`config.mk`:
```
export PLATFORM = sky130hd
export DESIGN_NAME = risc5_mem_arbiter
export DESIGN_NICKNAME = d
export VERILOG_FILES = /design/src/rtl/risc5_mem_arbiter_pkg.sv /design/src/rtl/risc5_mem_arbiter_mem_access_timer.sv /design/src/rtl/risc5_mem_arbiter.sv
export SDC_FILE = /design/constraint.sdc
export NUM_CORES = 1
export LEC_CHECK = 0
export BUFFER_PORTS_ARGS = -buffer_cell sky130_fd_sc_hd__buf_2
export CORE_MARGIN = 4
export CORE_UTILIZATION = 54
export CTS_CLUSTER_DIAMETER = 150
export DETAILED_ROUTE_END_ITERATION = 10
export GPL_ROUTABILITY_DRIVEN = 1
export PLACE_DENSITY = 0.77
export REMOVE_ABC_BUFFERS = 1
export SYNTH_ARGS = -nofsm -noshare
export SYNTH_HDL_FRONTEND = slang
export SYNTH_SLANG_ARGS = --single-unit
```
`constraint.sdc`:
```
create_clock -name clk -period 3.27 [get_ports clk]
set_clock_uncertainty 0.15 [all_clocks]
set_input_delay 0.4905 -clock clk [delete_from_list [all_inputs] [get_ports clk]]
set_output_delay 0.4905 -clock clk [all_outputs]
set_load 0.005 [all_outputs]
```
`src/rtl/risc5_mem_arbiter_pkg.sv`:
```
// Shared definitions for the RISC5 SRAM arbiter: FSM state codes,
// default geometry and the byte-enable helper.
package risc5_mem_arbiter_pkg;

  typedef enum logic [1:0] {
    ST_IDLE = 2'd0,
    ST_CPU  = 2'd1,
    ST_VID  = 2'd2
  } state_t;

  localparam int DEF_AW      = 18;
  localparam int DEF_ACC_CYC = 2;
  localparam int DEF_BURST   = 8;

  // Access timer width covers ACC_CYC up to 15; burst counter covers BURST up to 64.
  localparam int CNT_W  = 4;
  localparam int BCNT_W = 6;

  // SRAM byte enables: only a byte store narrows the lanes, everything else is a full word.
  function automatic logic [3:0] lane_be(input logic wr, input logic ben, input logic [1:0] lane);
    logic [3:0] be;
    if (wr && ben) begin
      be = 4'b0001 << lane;
    end else begin
      be = 4'hF;
    end
    return be;
  endfunction

endpackage

```
`src/rtl/risc5_mem_arbiter_mem_access_timer.sv`:
```
// Per-word SRAM access timer: counts 0..ACC_CYC-1 while an access is running
// and flags the final cycle, where read data is captured and the next word begins.
module mem_access_timer
  import risc5_mem_arbiter_pkg::*;
#(
  parameter int ACC_CYC = DEF_ACC_CYC
) (
  input  logic             clk,
  input  logic             rst,
  input  logic             run,
  output logic [CNT_W-1:0] wcnt,
  output logic             last
);

  localparam logic [CNT_W-1:0] WLAST = CNT_W'(ACC_CYC - 1);
  localparam logic [CNT_W-1:0] WONE  = CNT_W'(1);

  assign last = run && (wcnt == WLAST);

  // Advance within an access; restart at every access boundary or when idle.
  always_ff @(posedge clk or negedge rst) begin
    if (!rst) begin
      wcnt <= {CNT_W{1'b0}};
    end else if (!run || last) begin
      wcnt <= {CNT_W{1'b0}};
    end else begin
      wcnt <= wcnt + WONE;
    end
  end

endmodule

```
`src/rtl/risc5_mem_arbiter.sv`:
```
// Arbiter sharing one single-port SRAM between the RISC5 core and the video
// refresh engine. Each idle cycle accepts one core access; a pending video
// request is granted a full burst first, then the held core access is served.
module risc5_mem_arbiter
  import risc5_mem_arbiter_pkg::*;
#(
  parameter int AW      = DEF_AW,
  parameter int ACC_CYC = DEF_ACC_CYC,
  parameter int BURST   = DEF_BURST
) (
  input  logic          clk,
  input  logic          rst,
  input  logic [23:0]   adr,
  input  logic          rd,
  input  logic          wr,
  input  logic          ben,
  input  logic [31:0]   outbus,
  output logic [31:0]   inbus,
  output logic          stallX,
  input  logic          vid_req,
  input  logic [AW-1:0] vid_adr,
  output logic          vid_ack,
  output logic [31:0]   vid_data,
  output logic          vid_valid,
  output logic          mem_cs,
  output logic          mem_we,
  output logic [3:0]    mem_be,
  output logic [AW-1:0] mem_adr,
  output logic [31:0]   mem_wdata,
  input  logic [31:0]   mem_rdata
);

  localparam logic [BCNT_W-1:0] BLAST = BCNT_W'(BURST - 1);
  localparam logic [BCNT_W-1:0] BONE  = BCNT_W'(1);
  localparam logic [AW-1:0]     VONE  = AW'(1);

  state_t            state_r, state_nxt_s;
  logic              last_s;
  logic [CNT_W-1:0]  wcnt_s;
  logic [BCNT_W-1:0] bcnt_r;
  logic [AW-1:0]     vaddr_r;
  logic [AW-1:0]     vaddr_nxt_s;
  logic [3:0]        req_be_s;
  logic              pend_we_r;
  logic [3:0]        pend_be_r;
  logic [AW-1:0]     pend_adr_r;
  logic [31:0]       pend_wdata_r;
  logic              unused_s;

  // Loads and fetches are both plain reads, so rd and the high address bits carry no information here.
  assign unused_s    = ^{adr[23:AW+2], rd, wcnt_s};
  assign req_be_s    = lane_be(wr, ben, adr[1:0]);
  assign vaddr_nxt_s = vaddr_r + VONE;

  mem_access_timer #(.ACC_CYC(ACC_CYC)) u_timer (
    .clk  (clk),
    .rst  (rst),
    .run  (state_r != ST_IDLE),
    .wcnt (wcnt_s),
    .last (last_s)
  );

  // State register.
  always_ff @(posedge clk or negedge rst) begin
    if (!rst) begin
      state_r <= ST_IDLE;
    end else begin
      state_r <= state_nxt_s;
    end
  end

  // Next-state: video wins an idle cycle, a burst always hands over to the held core access.
  always_comb begin
    state_nxt_s = state_r;
    case (state_r)
      ST_IDLE: begin
        if (vid_req) begin
          state_nxt_s = ST_VID;
        end else begin
          state_nxt_s = ST_CPU;
        end
      end
      ST_CPU: begin
        if (last_s) begin
          state_nxt_s = ST_IDLE;
        end else begin
          state_nxt_s = ST_CPU;
        end
      end
      ST_VID: begin
        if (last_s && (bcnt_r == BLAST)) begin
          state_nxt_s = ST_CPU;
        end else begin
          state_nxt_s = ST_VID;
        end
      end
      default: state_nxt_s = ST_IDLE;
    endcase
  end

  // Registered SRAM pins, core stall/data and video outputs, sequenced per state.
  always_ff @(posedge clk or negedge rst) begin
    if (!rst) begin
      stallX       <= 1'b0;
      inbus        <= 32'h0;
      vid_ack      <= 1'b0;
      vid_data     <= 32'h0;
      vid_valid    <= 1'b0;
      mem_cs       <= 1'b0;
      mem_we       <= 1'b0;
      mem_be       <= 4'h0;
      mem_adr      <= {AW{1'b0}};
      mem_wdata    <= 32'h0;
      vaddr_r      <= {AW{1'b0}};
      bcnt_r       <= {BCNT_W{1'b0}};
      pend_we_r    <= 1'b0;
      pend_be_r    <= 4'h0;
      pend_adr_r   <= {AW{1'b0}};
      pend_wdata_r <= 32'h0;
    end else begin
      vid_ack   <= 1'b0;
      vid_valid <= 1'b0;
      case (state_r)
        ST_IDLE: begin
          pend_we_r    <= wr;
          pend_be_r    <= req_be_s;
          pend_adr_r   <= adr[AW+1:2];
          pend_wdata_r <= outbus;
          stallX       <= 1'b1;
          mem_cs       <= 1'b1;
          mem_wdata    <= outbus;
          if (vid_req) begin
            vid_ack <= 1'b1;
            vaddr_r <= vid_adr;
            bcnt_r  <= {BCNT_W{1'b0}};
            mem_adr <= vid_adr;
            mem_we  <= 1'b0;
            mem_be  <= 4'hF;
          end else begin
            mem_adr <= adr[AW+1:2];
            mem_we  <= wr;
            mem_be  <= req_be_s;
          end
        end
        ST_CPU: begin
          if (last_s) begin
            if (!pend_we_r) begin
              inbus <= mem_rdata;
            end
            stallX <= 1'b0;
            mem_cs <= 1'b0;
            mem_we <= 1'b0;
          end
        end
        ST_VID: begin
          if (last_s) begin
            vid_data  <= mem_rdata;
            vid_valid <= 1'b1;
            if (bcnt_r == BLAST) begin
              bcnt_r    <= {BCNT_W{1'b0}};
              mem_adr   <= pend_adr_r;
              mem_we    <= pend_we_r;
              mem_be    <= pend_be_r;
              mem_wdata <= pend_wdata_r;
            end else begin
              bcnt_r  <= bcnt_r + BONE;
              vaddr_r <= vaddr_nxt_s;
              mem_adr <= vaddr_nxt_s;
            end
          end
        end
        default: begin
          stallX <= 1'b0;
          mem_cs <= 1'b0;
          mem_we <= 1'b0;
        end
      endcase
    end
  end

endmodule
```
==> results list, run 1 <==
- The flow ran to the end, and the final reports show no timing, DRC or antenna violations.
- The initial utilization of the core area, before any placement, comes to 0.548.
- The setup path with the least slack is of type register to register.
- After synthesis, the largest family of logic cells by area is multiplexers.
* DRC: 0
* Peak fanout along the critical path: 18
- Clock power frac: 0.200
- During synthesis, Yosys emitted a total of 0 warnings.
- Cell Pwr Density: 1070 nW/um^2
- Post-synthesis instance area: 9810 um^2
- The number of cells on the worst reg-to-reg path is 4.
- Final hold violation count: 0
* Net switching fraction of the power: 0.375
- CTS Buf Count: 23
- The largest total area in the synthesized netlist belongs to sky130_fd_sc_hd__dfrtp_1.
* Mean cell area of the mapped netlist: 10.6 um^2
- Max Transition Viols Final: 0
* Share of synthesized area occupied by flip-flops and latches: 0.528
- DRT Wirelength: 25200 um
* Compound-gate portion of the synthesized area: 0.0972
- For this run, global-route usage on met1 was measured as 0.334.
* Setup TNS: 0 ns
* Post-layout min period: 2.66 ns
- Yosys mapped a number of flops with a built-in enable equal to 0.
- After synthesis, the cell types taking the most area are sky130_fd_sc_hd__dfrtp_1 (53%), sky130_fd_sc_hd__mux2_2 (11%), sky130_fd_sc_hd__nand2_1 (8.3%), sky130_fd_sc_hd__mux2_4 (4.6%), sky130_fd_sc_hd__nor2_1 (1.9%).
- The first routing iteration left 498 violations.
- Synth async-reset ratio: 1.00
- Of the total power, registers draw 0.370.
- Setup repair after global routing left no endpoint under its margin.
- Measured against its own limit, the worst slew margin works out to 0.380.
* Top cell types by occurrence after synthesis: sky130_fd_sc_hd__nand2_1 (217), sky130_fd_sc_hd__dfrtp_1 (207), sky130_fd_sc_hd__mux2_2 (92)
- IR analysis of the VDD net gives a maximum drop of 635 uV.
- Setup violations remaining at the end of the flow were counted as 0.
* Cell with the most instances after synthesis: sky130_fd_sc_hd__nand2_1
* Number of vias per cell after detailed routing: 5.71
- Endpoint arrival time on the critical path: 2.92 ns
- Routability-driven placement finished with a final weighted congestion of 0.862.
* GR Util met2: 0.404
- After detailed routing, the average wire length per cell comes to 18.2 um.
- The clock passes through at most 3 buffers.
- HPWL Detailed: 17200 um
- Broken down by cell family, the worst path's largest delay share belongs to compound AO/OA/AOI/OAI gates.
- After global routing, the most crowded layer is met2.
* Count of unique library cells instantiated by Yosys: 63
* Initial antenna violation count: 1
* Master of the slowest instance on the critical path: sky130_fd_sc_hd__a21oi_1
* Die span in y: 143 um
- Number of hold-repair buffers added at the cts stage: 1
- In this run the horizontal extent of the chip is 143 um.
- OpenSTA, run right after detailed placement, puts the worst setup slack at 0.645 ns.
* Synthesized-area fraction occupied by and/or/nand/nor cells: 0.158
- Port Buffers: 229
- Of the total synthesized cell area, the portion taken by XOR and XNOR cells is 0.00446.
* Maximum clock frequency: 376 MHz
- Number of placed I/O pins: 235
- The startpoint identified for the worst register-to-register timing path is state_r[0].
- TritonCTS built the clock tree.
- Clock Sink Count: 207
* Post-CTS sizing: 0
* Clock latency on the worst-skew pair: 0.50 ns
- Wire length of the first global-routing pass: 40400 um
- Among all flip-flop cells after synthesis, the most frequent one is sky130_fd_sc_hd__dfrtp_1.
- The critical path contains buffers and inverters numbering 0 combined.
* Area grow syn2layout: 21.4%
- Data on the critical path is required at its endpoint by 3.53 ns.
- For this run the aggregate overflow at the end of global routing stands at 0.
- Pint: 7.94 mW
- The tool flagged a number of max-cap violations equal to 0.
* Least-Margin Pin Slew: 0.930 ns
* Number of nets in the layout: 1254
* Hold/Removal Path Class: input port to register
- Leakage Power: 5.77 nW
- Of the total synthesized cell area, the portion taken by full adders, half adders and majority gates is 0.00510.
- Post-CTS setup buffers: 0
- The first detailed-routing pass took 5 iterations.
- In this run the critical register-to-register path is captured at mem_adr[5].
- The via count of the first global-routing pass came to 7797.
- Number of cells produced by synthesis: 928
- Clock root buffer: sky130_fd_sc_hd__clkbuf_16
* Worst Setup Start Kind: register
- Clock input transition at the sequential cells of the worst setup and hold paths: 0.06 ns
- Measured on the finished design, the core utilization comes to 0.665.
* All-Layer GR Usage: 0.243
* Share of the cycle needed by the critical path after routing: 0.814
* Number of register bits inferred by synthesis: 207
- The worst hold path terminates at vid_data[29].
- Along the worst hold path, the cell count comes to 3.
* Delay of the slowest cell on the worst path: 0.82 ns
- Cell Rows: 49
- Final antenna-violating net count: 0
- CTS H-Tree Depth: 1
* Antenna diode count: 0
* FF-to-FF setup slack: 0.61 ns
* Share of cell area taken by muxes after synthesis: 0.169
* Share of post-route cells with drive strength above 1: 0.368
* Worst setup margin: 0.610 ns
* Fraction of met3 tracks used by global routing: 0.0445
- Full die area: 20400 um^2
* Crit. path cell count: 4
- The share of synthesized area in the top cell type comes to 0.528.
* Core Region: 17900 um^2
- The worst setup path is captured at a register.
* Via count of the routed design: 7891
- Entering global routing, the biggest net connects 76 pins.
* Hold path startpoint: mem_rdata[29]
- Share of power burned in combinational logic: 0.430
* Switching pwr: 4.76 mW
* Cells along the critical path: nand2b_2, a21oi_1, o21ai_0, a31oi_1
## metrics by stage
stage          hold slack, ns  instance area [um^2]  instances  power (mW)
6_report               0.0492                 11900       1383        12.7
5_1_grt                0.0374                 11900       1383        13.7
4_1_cts                0.0300                 11900       1383        12.8
3_5_place_dp            0.307                 11100       1341        10.2
3_3_place_gp            0.302                 11100       1341        9.97
2_1_floorplan          0.0449                  9470        858        8.10
## worst register-to-register path: cells and delay by family, from the launching register on
kind	cells	cell delay, ns
flip-flops	1	0.57
AND/OR/NAND/NOR	1	0.49
AO/OA/AOI/OAI	3	1.37
## layer usage
metal / share of wire / vias to the layer above
met5: 0.00052 / -
met4: 0.015 / 2
met3: 0.075 / 34
met2: 0.48 / 288
met1: 0.43 / 3870
li1: - / 3697
## layout make-up
| cell class | instances | area (um^2) |
|---|---|---|
| Tap cell | 229 | 287 |
| Multi-Input combinational cell | 640 | 4290 |
| Clock buffer | 35 | 691 |
| Fill cell | 1379 | 5990 |
| Timing Repair Buffer | 255 | 1370 |
| Clock inverter | 6 | 58.8 |
| Inverter | 11 | 41.3 |
| Sequential cell | 207 | 5180 |
## cell families (layout without fill, tap and decap cells)
| kind of cell | after synthesis | count (layout) |
|---|---|---|
| buf+inv | 81 | 307 |
| xor+xnor | 5 | 5 |
| mux | 139 | 139 |
| fa+ha+maj | 4 | 4 |
| simple gates | 350 | 350 |
| compound gates | 142 | 142 |
| flops | 207 | 207 |
## power by group through the flow
stage,registers [mW],clock network [mW],logic [mW]
after CTS,4.69,2.59,5.51
after global routing,4.86,2.70,6.10
final,4.70,2.54,5.46
after floorplan,4.62,0,3.48
after detailed placement,4.72,0,5.47
after global placement,4.66,0,5.31
## worst max path at each step
stage / endpoint / startpoint
3_5_place_dp: inbus[14] / u_timer.wcnt[1]
4_1_cts: inbus[16] / u_timer.wcnt[1]
2_1_floorplan: mem_be[0] / state_r[1]
5_1_grt: mem_adr[5] / state_r[0]
6_report: mem_adr[5] / state_r[0]
3_3_place_gp: inbus[14] / u_timer.wcnt[1]
## cell usage in the layout (no fill, tap or decap), types with 3 or more instances in the layout
master	Yosys	routed
sky130_fd_sc_hd__or4_1	9	9
sky130_fd_sc_hd__clkbuf_1	46	5
sky130_fd_sc_hd__nand2_1	217	217
sky130_fd_sc_hd__a311oi_1	7	7
sky130_fd_sc_hd__nor3_1	12	11
sky130_fd_sc_hd__dfrtp_1	207	207
sky130_fd_sc_hd__clkbuf_16	0	23
sky130_fd_sc_hd__mux2_2	92	92
sky130_fd_sc_hd__nor2b_1	4	3
sky130_fd_sc_hd__clkinv_2	0	4
sky130_fd_sc_hd__ha_1	4	4
sky130_fd_sc_hd__a211oi_1	10	10
sky130_fd_sc_hd__buf_4	1	24
sky130_fd_sc_hd__a21oi_1	25	24
sky130_fd_sc_hd__o32ai_1	3	3
sky130_fd_sc_hd__and3_1	3	3
sky130_fd_sc_hd__o211ai_1	3	3
sky130_fd_sc_hd__mux2i_1	17	17
sky130_fd_sc_hd__nor4_1	3	3
sky130_fd_sc_hd__a2bb2oi_1	12	12
sky130_fd_sc_hd__nor3b_1	5	5
sky130_fd_sc_hd__buf_2	9	228
sky130_fd_sc_hd__a31oi_1	21	21
sky130_fd_sc_hd__clkbuf_8	0	8
sky130_fd_sc_hd__and4_1	5	5
sky130_fd_sc_hd__o31ai_1	5	5
sky130_fd_sc_hd__nand3_1	12	12
sky130_fd_sc_hd__mux2_4	30	30
sky130_fd_sc_hd__o21ai_0	26	26
sky130_fd_sc_hd__xnor2_1	3	3
sky130_fd_sc_hd__inv_1	10	10
sky130_fd_sc_hd__nor2_1	50	49
sky130_fd_sc_hd__nand4_1	16	16
sky130_fd_sc_hd__a22o_1	4	4
sky130_fd_sc_hd__o22ai_1	8	8
## sequential cells by signal, indices dropped and copies added, names as in the netlist
register and flops:
inbus 32, mem_wdata 32, pend_wdata_r 32, vid_data 32, mem_adr 18, pend_adr_r 18, vaddr_r 18, bcnt_r 6
mem_be 4, pend_be_r 4, u_timer.wcnt 4, state_r 2, mem_cs 1, mem_we 1, pend_we_r 1, vid_ack 1
vid_valid 1
Note: power is estimated with default switching activity, not from simulation.
==> run 2, diff against run 1 <==
Clock period 3.27 ns to 2.7 ns, I/O delays scaled along.
==> results list, run 2 (same netlist as run 1, synthesis figures left out) <==
- Maximum clock frequency: 403 MHz (+7.3%)
- The worst vdd rail ir drop was 801 uV (+26%).
- Clock Sink Count: 207 (unchanged)
- The width of the chip came to 143 um (unchanged).
* Full die area: 20400 um^2 (unchanged)
* Final hold violation count: 0 (unchanged)
- The layout cell share with drive strength beyond 1 came to 0.352 (-0.0166).
- CTS placed an instance of sky130_fd_sc_hd__clkbuf_16 at the clock tree root.
- Traced cell by cell, the critical path runs through inv_1, ha_1, or3b_1, or4b_4, mux2_4.
- Clock tree from TritonCTS: yes
- Max Transition Viols Final: 0 (unchanged)
* Peak fanout along the critical path: 32 (+14)
- Final antenna-violating net count: 0 (unchanged)
- The startpoint identified for the worst hold timing path is adr[11].
- The clock network latency to the later pin of the worst-skew pair was 0.51 ns (about the same).
- DRC: 0 (unchanged)
- The antenna diode count was 0 (unchanged).
- Share of the cycle needed by the critical path after routing: 0.918 (+0.104)
- The number of port buffers is 229 (unchanged).
- The routability congestion estimate from global placement came to 0.880 (+2.1%).
- The flow ran to the end, and the final reports show no timing, DRC or antenna violations.
- The pin count of the biggest net entering global routing is 79 (+3.9%).
- Worst setup startpoint: u_timer.wcnt[1]
- The number of inserted filler cells in the final layout is 1285 (-6.8%).
* Clock Tree Buf Depth: 3 (unchanged)
- The actual transition at the worst max-transition pin came to 0.725 ns (-0.205 ns).
- Worst slew slack as a fraction of its limit: 0.511 (+0.131)
* RSZ-0062 raised after global routing: false
- Post-layout min period: 2.48 ns (-0.182 ns)
* Leakage Power: 6.12 nW (+6.2%)
- The per-cell via count in the routed design was 5.71 (+0.12%).
- The initial core utilization is 0.548 (unchanged).
- Number of optimization iterations in the first detailed-route pass: 5 (unchanged)
- The average wire per standard cell came to 18.8 um (+2.9%).
* Finished Cell Area: 12700 um^2 (+6.8%)
- The H-tree depth was 1 (unchanged).
- Buf+Inv Stages, Crit Path: 1 (+1)
- The slowest stage of the critical path belongs to the cell sky130_fd_sc_hd__or4b_4.
- The data required time at the worst endpoint came to 2.93 ns (-0.60 ns).
* Global-route congestion overflow total: 0 (unchanged)
- Leaving out fill and tap cells, the most frequent cell in the layout is sky130_fd_sc_hd__buf_2.
- Initial antenna violation count: 1 (unchanged)
* Number of nets in the layout: 1339 (+6.8%)
- Setup crit end kind: register
* Startpoint of the worst register-to-register path: u_timer.wcnt[1]
* DRT Wirelength: 27500 um (+9.1%)
* Core Region: 17900 um^2 (unchanged)
- Max cap viols: 0 (unchanged)
- Leading cell types in the layout, fill and taps excluded: sky130_fd_sc_hd__buf_2 (228), sky130_fd_sc_hd__nand2_1 (217), sky130_fd_sc_hd__dfrtp_1 (207), sky130_fd_sc_hd__mux2_2 (92), sky130_fd_sc_hd__dlygate4sd3_1 (73)
- All-Layer GR Usage: 0.263 (+0.0208)
- Area grow syn2layout: 29.7%
- The wire length of the first global-routing pass came to 43800 um (+8.4%).
- Cell Rows: 49 (unchanged)
- Worst hold margin: 0.00763 ns (-0.0416 ns)
- Final Setup Violations: 0 (unchanged)
- The clock transition at the register clock pins on the worst setup and hold paths after CTS came to 0.06 ns (about the same).
* Hold/Removal Path Class: input port to register
* Worst Setup Start Kind: register
* Number of placed I/O pins: 235 (unchanged)
- Number of global-route vias before repair: 8582 (+10%)
* Kind of critical path: register to register
- Number of design-rule violations left by the first detailed-router iteration: 597 (+20%)
- Cell area after placement: 11300 um^2 (+1.2%)
* HPWL Detailed: 17400 um (+0.77%)
- CTS Buf Count: 23 (unchanged)
- The die height is 143 um (unchanged).
- Cell family with most CP delay: simple AND/OR/NAND/NOR gates
- The total via count in the routed design was 8375 (+6.1%).
- The arrival time of data at the critical path endpoint came to 2.71 ns (-0.21 ns).
* Delay of the slowest cell on the worst path: 0.80 ns (-0.02 ns)
* Post-CTS sizing: 0 (unchanged)
- Cell Pwr Density: 1230 nW/um^2 (+15%)
## run 2: cell types whose count changed in the layout (fill, tap and decap cells not counted)
| cell | delta |
|---|---|
| sky130_fd_sc_hd__dlygate4sd3_1 | +72 |
| sky130_fd_sc_hd__buf_4 | +10 |
| sky130_fd_sc_hd__clkbuf_8 | -4 |
| sky130_fd_sc_hd__buf_12 | +3 |
| sky130_fd_sc_hd__clkbuf_1 | +1 |
| sky130_fd_sc_hd__clkinvlp_4 | +1 |
## run 2: final timing paths
kind	slack, ns	to	cells past startpoint
setup / recovery	0.22	inbus[27]	5
min in group asynchronous	0.28	vid_data[20]	2
hold reg to reg	0.32	vid_data[13]	2
max in group asynchronous	1.33	vid_data[27]	3
hold / removal	0.008	pend_adr_r[9]	2
setup reg to reg	0.22	inbus[27]	5
## run 2: power by group
| part | internal, mW | switching (mW) |
|---|---|---|
| sequential | 4.66 | 1.06 |
| combinational | 3.32 | 3.66 |
| clock | 1.74 | 1.23 |
## run 2: what timing repair did
item | in CTS | in global routing
hold endpoints to repair | 138 | 1
hold buffers | 72 | 1
setup buffers | 0 | 0
setup endpoints to repair | 0 | 0
## run 2: per-stage QoR
step / TNS (ns) / setup WS, ns / cells / total power, mW / utilization
2_1_floorplan: -476.90 / -4.68 / 858 / 9.71 / -
3_3_place_gp: 0 / 0.262 / 1354 / 12.2 / 0.630
3_5_place_dp: 0 / 0.245 / 1354 / 12.5 / 0.630
4_1_cts: 0 / 0.238 / 1465 / 15.6 / 0.710
5_1_grt: 0 / 0.114 / 1466 / 16.8 / 0.711
6_report: 0 / 0.222 / 1466 / 15.7 / 0.711
## run 2: area by class of cell
type	count	area (um^2)	share of cell area
Clock buffer	32	639	0.0503
Clock inverter	7	66.3	0.00521
Inverter	11	41.3	0.00325
Multi-Input combinational cell	640	4290	0.337
Sequential cell	207	5180	0.407
Tap cell	229	287	0.0225
Timing Repair Buffer	340	2220	0.175
## run 2: worst reg2reg max path, delay by kind of cell (launching register included)
family / cells / cell delay (ns)
flops: 1 / 0.39
fa+ha+maj: 1 / 0.16
simple gates: 2 / 1.17
buf+inv: 1 / 0.06
mux: 1 / 0.43
## run 2: routing by layer
metal,global-route usage,share of wire
met1,0.347,0.41
met4,0.0765,0.023
met5,0,0.00047
met2,0.443,0.49
met3,0.0549,0.084
